### config.mk
export PLATFORM = sky130hd
export DESIGN_NAME = load_store_unit
export DESIGN_NICKNAME = d
export VERILOG_FILES = /design/src/rtl/lsu_pkg.sv /design/src/rtl/load_align.sv /design/src/rtl/load_store_unit.sv
export SDC_FILE = /design/constraint.sdc
export NUM_CORES = 1
export LEC_CHECK = 0
export ABC_AREA = 1
export BUFFER_PORTS_ARGS = -buffer_cell sky130_fd_sc_hd__buf_4
export CAP_MARGIN = 20
export CORE_ASPECT_RATIO = 0.5
export CORE_UTILIZATION = 46
export DETAILED_ROUTE_END_ITERATION = 16
export MAX_ROUTING_LAYER = met4
export PLACE_DENSITY = 0.84
export SLEW_MARGIN = 25
export SYNTH_ARGS = -nofsm -noshare
export SYNTH_HDL_FRONTEND = slang
export SYNTH_SLANG_ARGS = --single-unit
export TNS_END_PERCENT = 1
### constraint.sdc
create_clock -name clk -period 2.1 [get_ports clk]
set_input_delay 0.105 -clock clk [delete_from_list [all_inputs] [get_ports clk]]
set_output_delay 0.105 -clock clk [all_outputs]
set_load 0.01 [all_outputs]
### src/rtl/lsu_pkg.sv
// Shared definitions for the load/store unit.
// Holds the access-size encodings, the read-modify-write state enum and the
// default memory-window constants (top of stack and number of words below it).
package lsu_pkg;

  localparam logic [1:0] SIZE_BYTE = 2'b00;
  localparam logic [1:0] SIZE_HALF = 2'b01;
  localparam logic [1:0] SIZE_WORD = 2'b10;

  typedef enum logic {
    IDLE      = 1'b0,
    RMW_WRITE = 1'b1
  } lsu_state_e;

  localparam logic [31:0] DEFAULT_STACK_TOP   = 32'h7ffffffc;
  localparam int          DEFAULT_DEPTH_WORDS = 256;

endpackage

### src/rtl/load_align.sv
// Combinational load alignment: picks the addressed byte or halfword out of a
// little-endian memory word and sign- or zero-extends it to 32 bits.
// Ports:
//   rdata       in  32  word read from memory
//   addr_lo     in   2  byte offset within the word
//   size        in   2  access size (SIZE_BYTE / SIZE_HALF / SIZE_WORD)
//   is_unsigned in   1  1 = zero-extend, 0 = sign-extend
//   data        out 32  aligned, extended result
module load_align
  import lsu_pkg::*;
(
  input  logic [31:0] rdata,
  input  logic [1:0]  addr_lo,
  input  logic [1:0]  size,
  input  logic        is_unsigned,
  output logic [31:0] data
);

  logic [7:0]  byte_val;
  logic [15:0] half_val;

  always_comb begin
    byte_val = rdata[{addr_lo, 3'b000} +: 8];
    half_val = rdata[{addr_lo[1], 4'b0000} +: 16];
    data     = rdata;
    case (size)
      SIZE_BYTE: data = {{24{byte_val[7] & ~is_unsigned}}, byte_val};
      SIZE_HALF: data = {{16{half_val[15] & ~is_unsigned}}, half_val};
      default:   data = rdata;
    endcase
  end

endmodule

### src/rtl/load_store_unit.sv
// Load/store unit in front of a word-addressed data memory.
// Loads and word stores are single-cycle and combinational; byte/half stores
// are a two-cycle read-modify-write (IDLE reads and stalls, RMW_WRITE writes
// the merged word). Misaligned or out-of-window requests are blocked and
// reported with a registered one-cycle fault pulse.
// Handshake: the unit has no ready; when stall=1 the datapath must hold the
// PC and the request inputs unchanged into the next cycle. In RMW_WRITE the
// request inputs are ignored and the write completes unconditionally.
// Ports:
//   clk, rst_n             clock, synchronous active-low reset
//   req_*                  request from the datapath
//   load_data              aligned/extended load result (combinational)
//   stall                  hold PC and request
//   fault, fault_addr      blocked-request pulse and last faulting address
//   mem_*                  word-aligned memory interface
//   fsm_state              debug view of the RMW state machine
module load_store_unit
  import lsu_pkg::*;
#(
  parameter logic [31:0] STACK_TOP   = DEFAULT_STACK_TOP,
  parameter int          DEPTH_WORDS = DEFAULT_DEPTH_WORDS
) (
  input  logic        clk,
  input  logic        rst_n,
  input  logic        req_valid,
  input  logic        req_write,
  input  logic [1:0]  req_size,
  input  logic        req_unsigned,
  input  logic [31:0] req_addr,
  input  logic [31:0] req_wdata,
  output logic [31:0] load_data,
  output logic        stall,
  output logic        fault,
  output logic [31:0] fault_addr,
  output logic        mem_read,
  output logic        mem_write,
  output logic [31:0] mem_addr,
  output logic [31:0] mem_wdata,
  input  logic [31:0] mem_rdata,
  output lsu_state_e  fsm_state
);

  localparam logic [31:0] TOP_WORD = STACK_TOP >> 2;
  localparam logic [31:0] LOW_WORD = TOP_WORD - 32'(DEPTH_WORDS);

  lsu_state_e  state_q, state_d;
  logic [31:0] merged_q;
  logic [31:0] addr_q;
  logic [31:0] merge_word;
  logic [31:0] aligned_data;
  logic [31:0] word_idx;
  logic [31:0] word_addr;
  logic        aligned_ok;
  logic        in_range;
  logic        legal;
  logic        illegal_req;

  assign word_idx  = {2'b00, req_addr[31:2]};
  assign word_addr = {req_addr[31:2], 2'b00};
  assign in_range  = (word_idx >= LOW_WORD) && (word_idx <= TOP_WORD);
  assign legal     = aligned_ok && in_range;
  // Faults are only raised for requests the unit actually examines (IDLE).
  assign illegal_req = (state_q == IDLE) && req_valid && !legal;
  assign fsm_state   = state_q;

  always_comb begin
    aligned_ok = 1'b0;
    case (req_size)
      SIZE_BYTE: aligned_ok = 1'b1;
      SIZE_HALF: aligned_ok = (req_addr[0] == 1'b0);
      SIZE_WORD: aligned_ok = (req_addr[1:0] == 2'b00);
      default:   aligned_ok = 1'b0;
    endcase
  end

  load_align u_load_align (
    .rdata       (mem_rdata),
    .addr_lo     (req_addr[1:0]),
    .size        (req_size),
    .is_unsigned (req_unsigned),
    .data        (aligned_data)
  );

  // Old word with the target lanes replaced by the low lanes of the store data.
  always_comb begin
    merge_word = mem_rdata;
    if (req_size == SIZE_BYTE) begin
      merge_word[{req_addr[1:0], 3'b000} +: 8] = req_wdata[7:0];
    end else begin
      merge_word[{req_addr[1], 4'b0000} +: 16] = req_wdata[15:0];
    end
  end

  always_comb begin
    state_d   = state_q;
    mem_read  = 1'b0;
    mem_write = 1'b0;
    stall     = 1'b0;
    mem_addr  = word_addr;
    mem_wdata = req_wdata;
    load_data = 32'h0;
    case (state_q)
      IDLE: begin
        if (req_valid && legal) begin
          if (!req_write) begin
            mem_read  = 1'b1;
            load_data = aligned_data;
          end else if (req_size == SIZE_WORD) begin
            mem_write = 1'b1;
          end else begin
            mem_read = 1'b1;
            stall    = 1'b1;
            state_d  = RMW_WRITE;
          end
        end
      end
      RMW_WRITE: begin
        mem_write = 1'b1;
        mem_addr  = addr_q;
        mem_wdata = merged_q;
        state_d   = IDLE;
      end
      default: state_d = IDLE;
    endcase
    // Reset dominates: no memory traffic and no stall, which also cancels
    // a pending RMW write.
    if (!rst_n) begin
      mem_read  = 1'b0;
      mem_write = 1'b0;
      stall     = 1'b0;
    end
  end

  always_ff @(posedge clk) begin
    if (!rst_n) begin
      state_q    <= IDLE;
      fault      <= 1'b0;
      fault_addr <= 32'h0;
      merged_q   <= 32'h0;
      addr_q     <= 32'h0;
    end else begin
      state_q <= state_d;
      fault   <= illegal_req;
      if (illegal_req) begin
        fault_addr <= req_addr;
      end
      if ((state_q == IDLE) && (state_d == RMW_WRITE)) begin
        merged_q <= merge_word;
        addr_q   <= word_addr;
      end
    end
  end

endmodule

==> results of run 1 <==
==> layer usage <==
layer  track usage (%)  vias up
met2              49.3      391
met1              39.8     3575
met5                 -        -
met4              5.15        0
li1                  -     4066
met3              3.41       14
==> registers in the layout (all words and copies together) (netlist names) <==
register and cells:
fault_addr 32, merged_q 32, addr_q 30, fault 1
fsm_state 1
==> cells in the mapped netlist, types with 2 or more instances <==
cell type and number:
nand4_1 4, nand2_1 341, a21oi_1 113, o21ai_0 120, clkbuf_1 47, inv_1 130, clkinv_1 2, ha_1 5
nor2_1 224, o22ai_1 7, buf_2 9, nor2_2 11, nand3_1 40, inv_2 2, buf_4 5, dfxtp_1 96
nand2_2 2, nor2_4 3, buf_6 13
==> power by group through the flow <==
| stage | Combinational (mW) | Clock [mW] | Sequential [mW] |
|---|---|---|---|
| finish | 1.04 | 1.56 | 1.89 |
| global route | 1.14 | 1.67 | 1.89 |
| CTS | 1.03 | 1.59 | 1.89 |
| detailed placement | 1.02 | 0 | 1.93 |
| global placement | 1.01 | 0 | 1.93 |
| floorplan | 0.499 | 0 | 1.95 |
==> cell type report <==
type,count,share of cell area [%]
clock buffers,10,2.61
clock inverters,6,0.613
inverters,135,5.80
multi-input cells,878,43.4
flip-flops and latches,96,21.9
well taps,192,2.74
repair buffers,261,22.9
==> stage by stage <==
stage / setup TNS (ns) / util (%) / area, sq um
floorplan: 0 / - / 6640
global placement: 0 / 61.1 / 8440
detailed placement: 0 / 61.1 / 8440
CTS: 0 / 63.1 / 8720
global route: -0.0170 / 63.5 / 8780
finish: 0 / 63.5 / 8780
==> worst paths after layout <==
check	end
worst max-delay path	load_data[20]
worst min-delay path	addr_q[5]$_SDFFE_PN0P_
worst max register to register	merged_q[1]$_SDFFE_PN0P_
worst min register to register	addr_q[18]$_SDFFE_PN0P_
==> logic make-up after synthesis <==
family                   Yosys count  synth area share, %
adder cells (fa/ha/maj)            5                0.943
AO/OA/AOI/OAI                    242                 18.5
AND/OR/NAND/NOR                  629                 37.7
flip-flops                        96                 29.0
other                              1               0.0565
buffers and inverters            210                 13.8
==> worst register-to-register path, delay by kind of cell, from the launching register on <==
kind	cells	cell delay (ns)
and+or+nand+nor	6	0.78
buffers and inverters	2	0.37
DFF	1	0.33
==> repair_timing <==
| item | 4_1_cts | 5_1_grt |
|---|---|---|
| pin swaps | 0 | 3 |
| setup endpoints to repair | 1 | 33 |
| setup buffers | 0 | 4 |
| resized for setup | 1 | 2 |
==> results.cfg, run 1 <==
[detailed_routing]
dr.pass1.iters = 5
routed_wl_um = 22200
dr.max_layer_used = met4
post_drt_wl_per_cell_um = 14.1
vias_per_cell = 5.10
wl_met3_um = 1980
drc = 0
vias = 8046
drt_first_iter_violations = 659
wl_met2_um = 10100
postRouteAntennaNets = 0
wl_met1_um = 9930

[layout]
final_cells = 1578
area_growth_pct = 32.3
drive_above_1_share_pct = 21.6
multi_input_area_sq_um = 3810
nets = 1489
final_cell_mix = nand2_1, buf_4, nor2_1
fill_cells = 1288
final_common_cell = nand2_1
seq_area_sq_um = 1920
n_antenna_cell = 0

[global_routing]
grt_pass1_vias = 6838
grt.total_usage_pct = 29.8
grt_max_degree = 94
grt_pass1_wl_um = 33900
antenna_found_initial = 0
grt_overflow_total = 0

[power_and_ir_drop]
seqPwrFrac_pct = 42.1
sw_frac_of_total_pct = 30.3
irDropWorstVdd_v = 0.000395
p_comb_share_pct = 23.2
power-per-cell-area_nw_per_um2 = 511
pwr-share-clk_pct = 34.7
total_power_mw = 4.49
internal_power_mw = 3.13
switching_power_mw = 1.36
p_leak_nw = 4.57

[place]
io_buffers = 233
dp_hpwl_um = 16400
pre_cts_ws_ns = 0.0185
gp_congestion = 0.945
place_inst = 1558

[sta]
holdWs_ns = 0.0202
setup_slack_ns = 0.154
maxSlewViolCount = 0
fin_crit_sh_pct = 92.7
fin_skew_ns = 0.00515
worst_slew_pin_slew_ns = 0.704
setup_violations = 0
relSlewSlack_pct = 53.0
rsz0062_at_grt = true
min_period_ns = 1.95
hold_viol = 0
max_clock_freq_ghz = 0.514

[setup_path]
cp.depth = 13
critical-path-top-delay-family = simple AND/OR/NAND/NOR gates
r2r_slack_ns = 0.57
path_common_cell = buf_4
r2r_start = fsm_state$_SDFF_PN0_
critPathBufInv = 4
crit_slowest_cell = nor2_4
crit_required_ns = 2.00
path_class = primary input to output port
cp-end-kind = output port
reg2reg_depth = 8
slowest_delay_ns = 0.27
crit_arrival_ns = 1.84
critPathLaunch = req_addr[0]
crit_path_max_fanout = 8
path_cells = buf_4, inv_1, ha_1, nand2_1, nand2_1, nor2_2, nor2_4, nand3_4, nor2_4, nand3_4, buf_4, nor2_1, buf_4
cp-start-kind = primary input

[clock_network]
cts_tree = built
htreeDepth = 3
cts-root-buf = clkbuf_16
clk_pin_slew_ns = 0.06
hold_buffers = 0
clk_path_buf_depth = 2
clk_latency_ns = 0.33
numCtsBuffers = 9
cts_sinks = 96

[synth]
synth_area_per_cell_sq_um = 5.61
synth_cell_types = 28
yosysWarnings = 0
synth.top_cells.by_area = dfxtp_1, nand2_1, nor2_1, o21ai_0, a21oi_1
ys_ff_latch = 96
synth_top_area_share_pct = 29.0
synth_edf_count = 0
async_flop_share_pct = 0
syn_inst = 1183
syn_area_sq_um = 6630
ys.flop_type = dfxtp_1
yosys.area.top_type = dfxtp_1
ys_seq_area_share_pct = 29.0

[floorplan]
dieArea_sq_um = 14900
dieHeight_um = 86.9
core_area_sq_um = 13800
num_io_pins = 236
initial_core_util_pct = 48.0
placementRows = 30
die_w_um = 172

[outcome]
status = complete, no violations

[hold_path]
min_path_cells = 3
hold_class = primary input to flop
min-delay-start = req_addr[5]

[job]
drv_cap = 0
(Power assumes the default switching activity.)
==> run 2, diff against run 1 <==
--- a/config.mk
+++ b/config.mk
@@ -5,14 +5,13 @@
 export SDC_FILE = /design/constraint.sdc
 export NUM_CORES = 1
 export LEC_CHECK = 0
-export ABC_AREA = 1
 export BUFFER_PORTS_ARGS = -buffer_cell sky130_fd_sc_hd__buf_4
 export CAP_MARGIN = 20
 export CORE_ASPECT_RATIO = 0.5
-export CORE_UTILIZATION = 46
+export CORE_UTILIZATION = 44
 export DETAILED_ROUTE_END_ITERATION = 16
 export MAX_ROUTING_LAYER = met4
-export PLACE_DENSITY = 0.84
+export PLACE_DENSITY = 0.83
 export SLEW_MARGIN = 25
 export SYNTH_ARGS = -nofsm -noshare
 export SYNTH_HDL_FRONTEND = slang
==> results.cfg, run 2 <==
[outcome]
status = complete, no violations

[power_and_ir_drop]
total_power_mw = 4.60
sw_frac_of_total_pct = 28.8
seqPwrFrac_pct = 40.8
p_leak_nw = 3.53
power-per-cell-area_nw_per_um2 = 575
switching_power_mw = 1.33
pwr-share-clk_pct = 38.5
internal_power_mw = 3.27
p_comb_share_pct = 20.7
irDropWorstVdd_v = 0.000509

[sta]
maxSlewViolCount = 0
min_period_ns = 1.95
hold_viol = 0
relSlewSlack_pct = 44.8
rsz0062_at_grt = false
fin_setup_tns_ns = 0
max_clock_freq_ghz = 0.514
worst_slew_pin_slew_ns = 0.823
setup_violations = 0
fin_skew_ns = 0.00898
holdWs_ns = 0.0250
fin_crit_sh_pct = 92.7
setup_slack_ns = 0.153

[layout]
n_antenna_cell = 0
drive_above_1_share_pct = 42.4
final_util_pct = 65.7
largest_registers = fault_addr x32, merged_q x32, addr_q x30
final_common_cell = buf_4
area_growth_pct = 41.5
post-route-cell-area_sq_um = 7990
final_cells = 1031
final_cell_mix = buf_4, dfxtp_1, mux2_2
fill_cells = 1015
nets = 969

[global_routing]
grt_max_degree = 55
antenna_found_initial = 0
grt.total_usage_pct = 29.7
grt_pass1_wl_um = 29800
grt_overflow_total = 0
grt_pass1_vias = 5619

[place]
pre_cts_ws_ns = -0.00915
gp_congestion = 0.934
placed_area_sq_um = 7660
dp_hpwl_um = 14500
io_buffers = 233
place_inst = 1015

[hold_path]
holdPathEnd = fault_addr[5]$_SDFFE_PN0P_
hold_class = primary input to flop
min_path_cells = 3
min-delay-start = req_addr[5]

[floorplan]
die_w_um = 162
core_area_sq_um = 12200
dieHeight_um = 82.1
dieArea_sq_um = 13300
num_io_pins = 236
placementRows = 28
initial_core_util_pct = 46.5

[synth]
ys.flop_type = dfxtp_1
syn_inst = 641
ys_seq_area_share_pct = 34.0
synthMostInstantiatedCell = dfxtp_1
async_flop_share_pct = 0
synth_top_cells_by_count = dfxtp_1, mux2_2, mux2i_1, nand2_1, nor2_1
synth_area_per_cell_sq_um = 8.82
ys_ff_latch = 96
synth.top_cells.by_area = dfxtp_1, mux2_2, mux2i_1, nand2_1, a22oi_1
yosysWarnings = 0
yosys.area.top_type = dfxtp_1
synth_top_area_share_pct = 34.0
synth_cell_types = 51
synth_edf_count = 0
syn_area_sq_um = 5650

[setup_path]
crit_required_ns = 2.00
cp-end-kind = output port
crit_arrival_ns = 1.84
r2r_start = fsm_state$_SDFF_PN0_
reg2reg_depth = 4
r2r_slack_ns = 0.52
cp-start-kind = primary input
reg2reg_to = merged_q[29]$_SDFFE_PN0P_
crit_path_max_fanout = 16
path_class = primary input to output port

[clock_network]
cts-root-buf = clkbuf_16
clk_pin_slew_ns = 0.07
clk_path_buf_depth = 2
htreeDepth = 3
numCtsBuffers = 9
cts_setup_buffers = 0
cts_tree = built
clk_latency_ns = 0.35
cts_sinks = 96

[job]
drv_cap = 0

[detailed_routing]
postRouteAntennaNets = 0
vias_per_cell = 5.70
post_drt_wl_per_cell_um = 18.9
routed_wl_um = 19500
dr.pass1.iters = 7
vias = 5879
drc = 0
drt_first_iter_violations = 398
[run 2: cell families (layout without fill, tap and decap cells)]
kind of cell	Yosys count	in the layout	synth area share [%]
AO/OA/AOI/OAI	168	168	21.2
adder cells (fa/ha/maj)	5	5	1.11
buffers and inverters	83	307	6.62
flip-flops	96	96	34.0
multiplexers	120	120	22.7
other	1	2	0.0664
AND/OR/NAND/NOR	168	168	14.3
[run 2: how the worst max path moves through the flow]
stage,startpoint,to,slack (ns),cells past startpoint
floorplan,req_addr[1],load_data[13],-0.04,11
global placement,req_addr[1],load_data[13],0.12,9
detailed placement,req_addr[1],load_data[14],-0.009,9
CTS,req_addr[1],load_data[18],0.04,10
global route,req_addr[1],load_data[18],0.04,10
finish,req_addr[1],load_data[20],0.15,10
[run 2: per-layer routing]
| layer | track usage [%] | up-vias | routed length (um) | part of all wire [%] |
|---|---|---|---|---|
| met2 | 51.8 | 238 | 9730 | 50 |
| met4 | 8.77 | 0 | 374 | 1.9 |
| li1 | - | 2766 | - | - |
| met3 | 4.50 | 39 | 1220 | 6.2 |
| met1 | 36.2 | 2836 | 8190 | 42 |
| met5 | - | - | 0 | 0 |
[run 2: power groups by stage]
stage / Clock [mW] / Sequential (mW) / Combinational [mW]
3_3_place_gp: 0 / 1.92 / 0.921
5_1_grt: 1.89 / 1.88 / 1.02
4_1_cts: 1.79 / 1.88 / 0.943
6_report: 1.77 / 1.88 / 0.953
2_1_floorplan: 0 / 1.93 / 0.436
3_5_place_dp: 0 / 1.92 / 0.938
[run 2: critical path: stages]
cell       delay [ns]
buf_4            0.12
inv_1            0.09
ha_2             0.19
nand2b_1         0.09
a211oi_2         0.27
and4_4           0.32
o2111ai_2        0.17
buf_12           0.21
a21oi_1          0.14
buf_4            0.14
[run 2: cell type report]
type / count / area, sq um / share of cell area [%]
clock buffer: 9 / 225 / 2.82
clock inverter: 7 / 92.6 / 1.16
inverter: 31 / 116 / 1.46
multi-input combinational: 463 / 3440 / 43.0
sequential: 96 / 1920 / 24.1
tap: 165 / 206 / 2.58
timing repair buffer: 260 / 1990 / 24.9
[run 2: timing repair]
action | in CTS | in global routing
resized for setup | 2 | 3
setup endpoints to repair | 9 | 22
pin swaps | 0 | 0
hold buffers | 0 | 0
==> run 3, diff against run 2 <==
--- a/config.mk
+++ b/config.mk
@@ -5,13 +5,14 @@
 export SDC_FILE = /design/constraint.sdc
 export NUM_CORES = 1
 export LEC_CHECK = 0
+export ABC_AREA = 1
 export BUFFER_PORTS_ARGS = -buffer_cell sky130_fd_sc_hd__buf_4
 export CAP_MARGIN = 20
 export CORE_ASPECT_RATIO = 0.5
-export CORE_UTILIZATION = 44
+export CORE_UTILIZATION = 46
 export DETAILED_ROUTE_END_ITERATION = 16
 export MAX_ROUTING_LAYER = met4
-export PLACE_DENSITY = 0.83
+export PLACE_DENSITY = 0.84
 export SLEW_MARGIN = 25
 export SYNTH_ARGS = -nofsm -noshare
 export SYNTH_HDL_FRONTEND = slang
==> constraint.sdc (replaced) <==
create_clock -name clk -period 1.7 [get_ports clk]
set_input_delay 0.085 -clock clk [delete_from_list [all_inputs] [get_ports clk]]
set_output_delay 0.085 -clock clk [all_outputs]
set_load 0.01 [all_outputs]
==> results.cfg, run 3 (synthesized netlist as in run 1, its figures left out) <==
[outcome]
status = complete, no violations

[setup_path]
slowest_delay_ns = 0.18
cp.depth = 14
reg2reg_depth = 8
critPathBufInv = 5
crit_required_ns = 1.62
cp-start-kind = primary input
critical-path-top-delay-family = simple AND/OR/NAND/NOR gates
path_common_cell = nor2_4
crit_path_max_fanout = 5
path_cells = buf_4, inv_4, ha_4, nand2_4, nand2_4, nor2_4, nor2_4, nand3_4, nor2_4, buf_12, nand3_4, buf_6, nor2_2, buf_4
cp-end-kind = output port
crit_arrival_ns = 1.59
crit_slowest_cell = buf_6
path_class = primary input to output port

[power_and_ir_drop]
irDropWorstVdd_v = 0.000770
sw_frac_of_total_pct = 29.9
p_comb_share_pct = 23.4
p_leak_nw = 4.72
switching_power_mw = 1.73
power-per-cell-area_nw_per_um2 = 633
internal_power_mw = 4.05
pwr-share-clk_pct = 36.2
seqPwrFrac_pct = 40.4

[floorplan]
dieArea_sq_um = 14900
num_io_pins = 236
placementRows = 30
dieHeight_um = 86.9
core_area_sq_um = 13800
initial_core_util_pct = 48.0
die_w_um = 172

[clock_network]
cts-root-buf = clkbuf_16
clk_latency_ns = 0.34
numCtsBuffers = 9
clk_path_buf_depth = 2
cts_tree = built
htreeDepth = 3
clk_pin_slew_ns = 0.07
cts_sinks = 96

[global_routing]
grt_overflow_total = 0
antenna_found_initial = 0
grt_pass1_wl_um = 34900
grt.total_usage_pct = 30.4
grt_pass1_vias = 7145
grt_max_degree = 94

[layout]
nets = 1507
final_util_pct = 66.1
drive_above_1_share_pct = 23.8
area_growth_pct = 37.5
final_cell_mix = nand2_1, buf_4, nor2_1
n_antenna_cell = 0
final_common_cell = nand2_1
seq_area_sq_um = 1920
multi_input_area_sq_um = 3920
largest_registers = fault_addr x32, merged_q x32, addr_q x30
fill_cells = 1289

[sta]
fin_skew_ns = 0.00821
min_period_ns = 1.68
maxSlewViolCount = 0
fin_crit_sh_pct = 98.5
max_clock_freq_ghz = 0.597
holdWs_ns = 0.0124
fin_setup_tns_ns = 0
hold_viol = 0
setup_violations = 0
rsz0062_at_grt = true

[detailed_routing]
dr.pass1.iters = 5
postRouteAntennaNets = 0
drt_first_iter_violations = 579
vias_per_cell = 5.13
post_drt_wl_per_cell_um = 14.1
drc = 0
vias = 8192
routed_wl_um = 22500

[place]
dp_hpwl_um = 16400
gp_congestion = 0.940
io_buffers = 233

[hold_path]
min_path_cells = 3
hold_class = primary input to flop

[job]
drv_cap = 0
-- run 3: cell count changes in the layout (fill, tap and decap cells not counted), moves of 15 or more --
cell,change
nor2_2,+16
inv_1,+96
a21oi_1,+87
nand3_1,+34
mux2i_1,-56
mux2_2,-64
o21ai_0,+107
a22oi_1,-25
nand2_1,+283
nor2_1,+164
o2bb2ai_1,-16
o21a_1,-20
a211oi_1,-15
-- run 3: tightest hold or removal path, delay by kind of cell --
kind | cells | cell delay [ns]
buffers and inverters | 1 | 0.09
and+or+nand+nor | 2 | 0.13
-- run 3: final timing paths --
| kind | start | end | slack [ns] |
|---|---|---|---|
| min | req_addr[3] | addr_q[3]$_SDFFE_PN0P_ | 0.01 |
| max | req_addr[1] | load_data[27] | 0.02 |
| min reg2reg | addr_q[26]$_SDFFE_PN0P_ | addr_q[26]$_SDFFE_PN0P_ | 0.45 |
| max reg2reg | fsm_state$_SDFF_PN0_ | merged_q[26]$_SDFFE_PN0P_ | 0.19 |
-- run 3: stage by stage --
step / total power [mW] / area (sq um) / setup slack (ns) / cells
detailed placement: 3.67 / 8580 / -0.185 / 1569
global placement: 3.66 / 8580 / -0.124 / 1569
global route: 6.02 / 9120 / -0.0413 / 1596
floorplan: 3.03 / 6680 / 0.00950 / 1184
CTS: 5.77 / 9040 / 0.00169 / 1595
finish: 5.78 / 9120 / 0.0249 / 1596
-- run 3: metal layers --
layer | share of wire (%) | track usage (%)
met1 | 45 | 40.0
met2 | 45 | 49.2
met3 | 8.1 | 4.95
met4 | 1.2 | 7.08
met5 | 0 | -
-- run 3: cell type report --
| class | instances | share of cell area (%) |
|---|---|---|
| clock inverters | 6 | 0.809 |
| flip-flops and latches | 96 | 21.1 |
| well taps | 192 | 2.63 |
| inverters | 135 | 5.66 |
| multi-input cells | 879 | 43.0 |
| clock buffers | 10 | 2.51 |
| repair buffers | 278 | 24.3 |
-- run 3: power by group through the flow --
stage | Clock (mW) | Combinational (mW) | Sequential (mW)
after floorplan | 0 | 0.624 | 2.40
after detailed placement | 0 | 1.29 | 2.38
final | 2.09 | 1.35 | 2.33
after CTS | 2.13 | 1.32 | 2.33
after global placement | 0 | 1.28 | 2.38
after global routing | 2.21 | 1.48 | 2.33
-- run 3: repair_timing --
item,4_1_cts,5_1_grt
cloned,1,0
hold buffers,3,0
pin swaps,5,3
gates resized for setup,19,15
endpoints found under the setup margin,32,34
buffers inserted,6,1
endpoints found under the hold margin,3,0
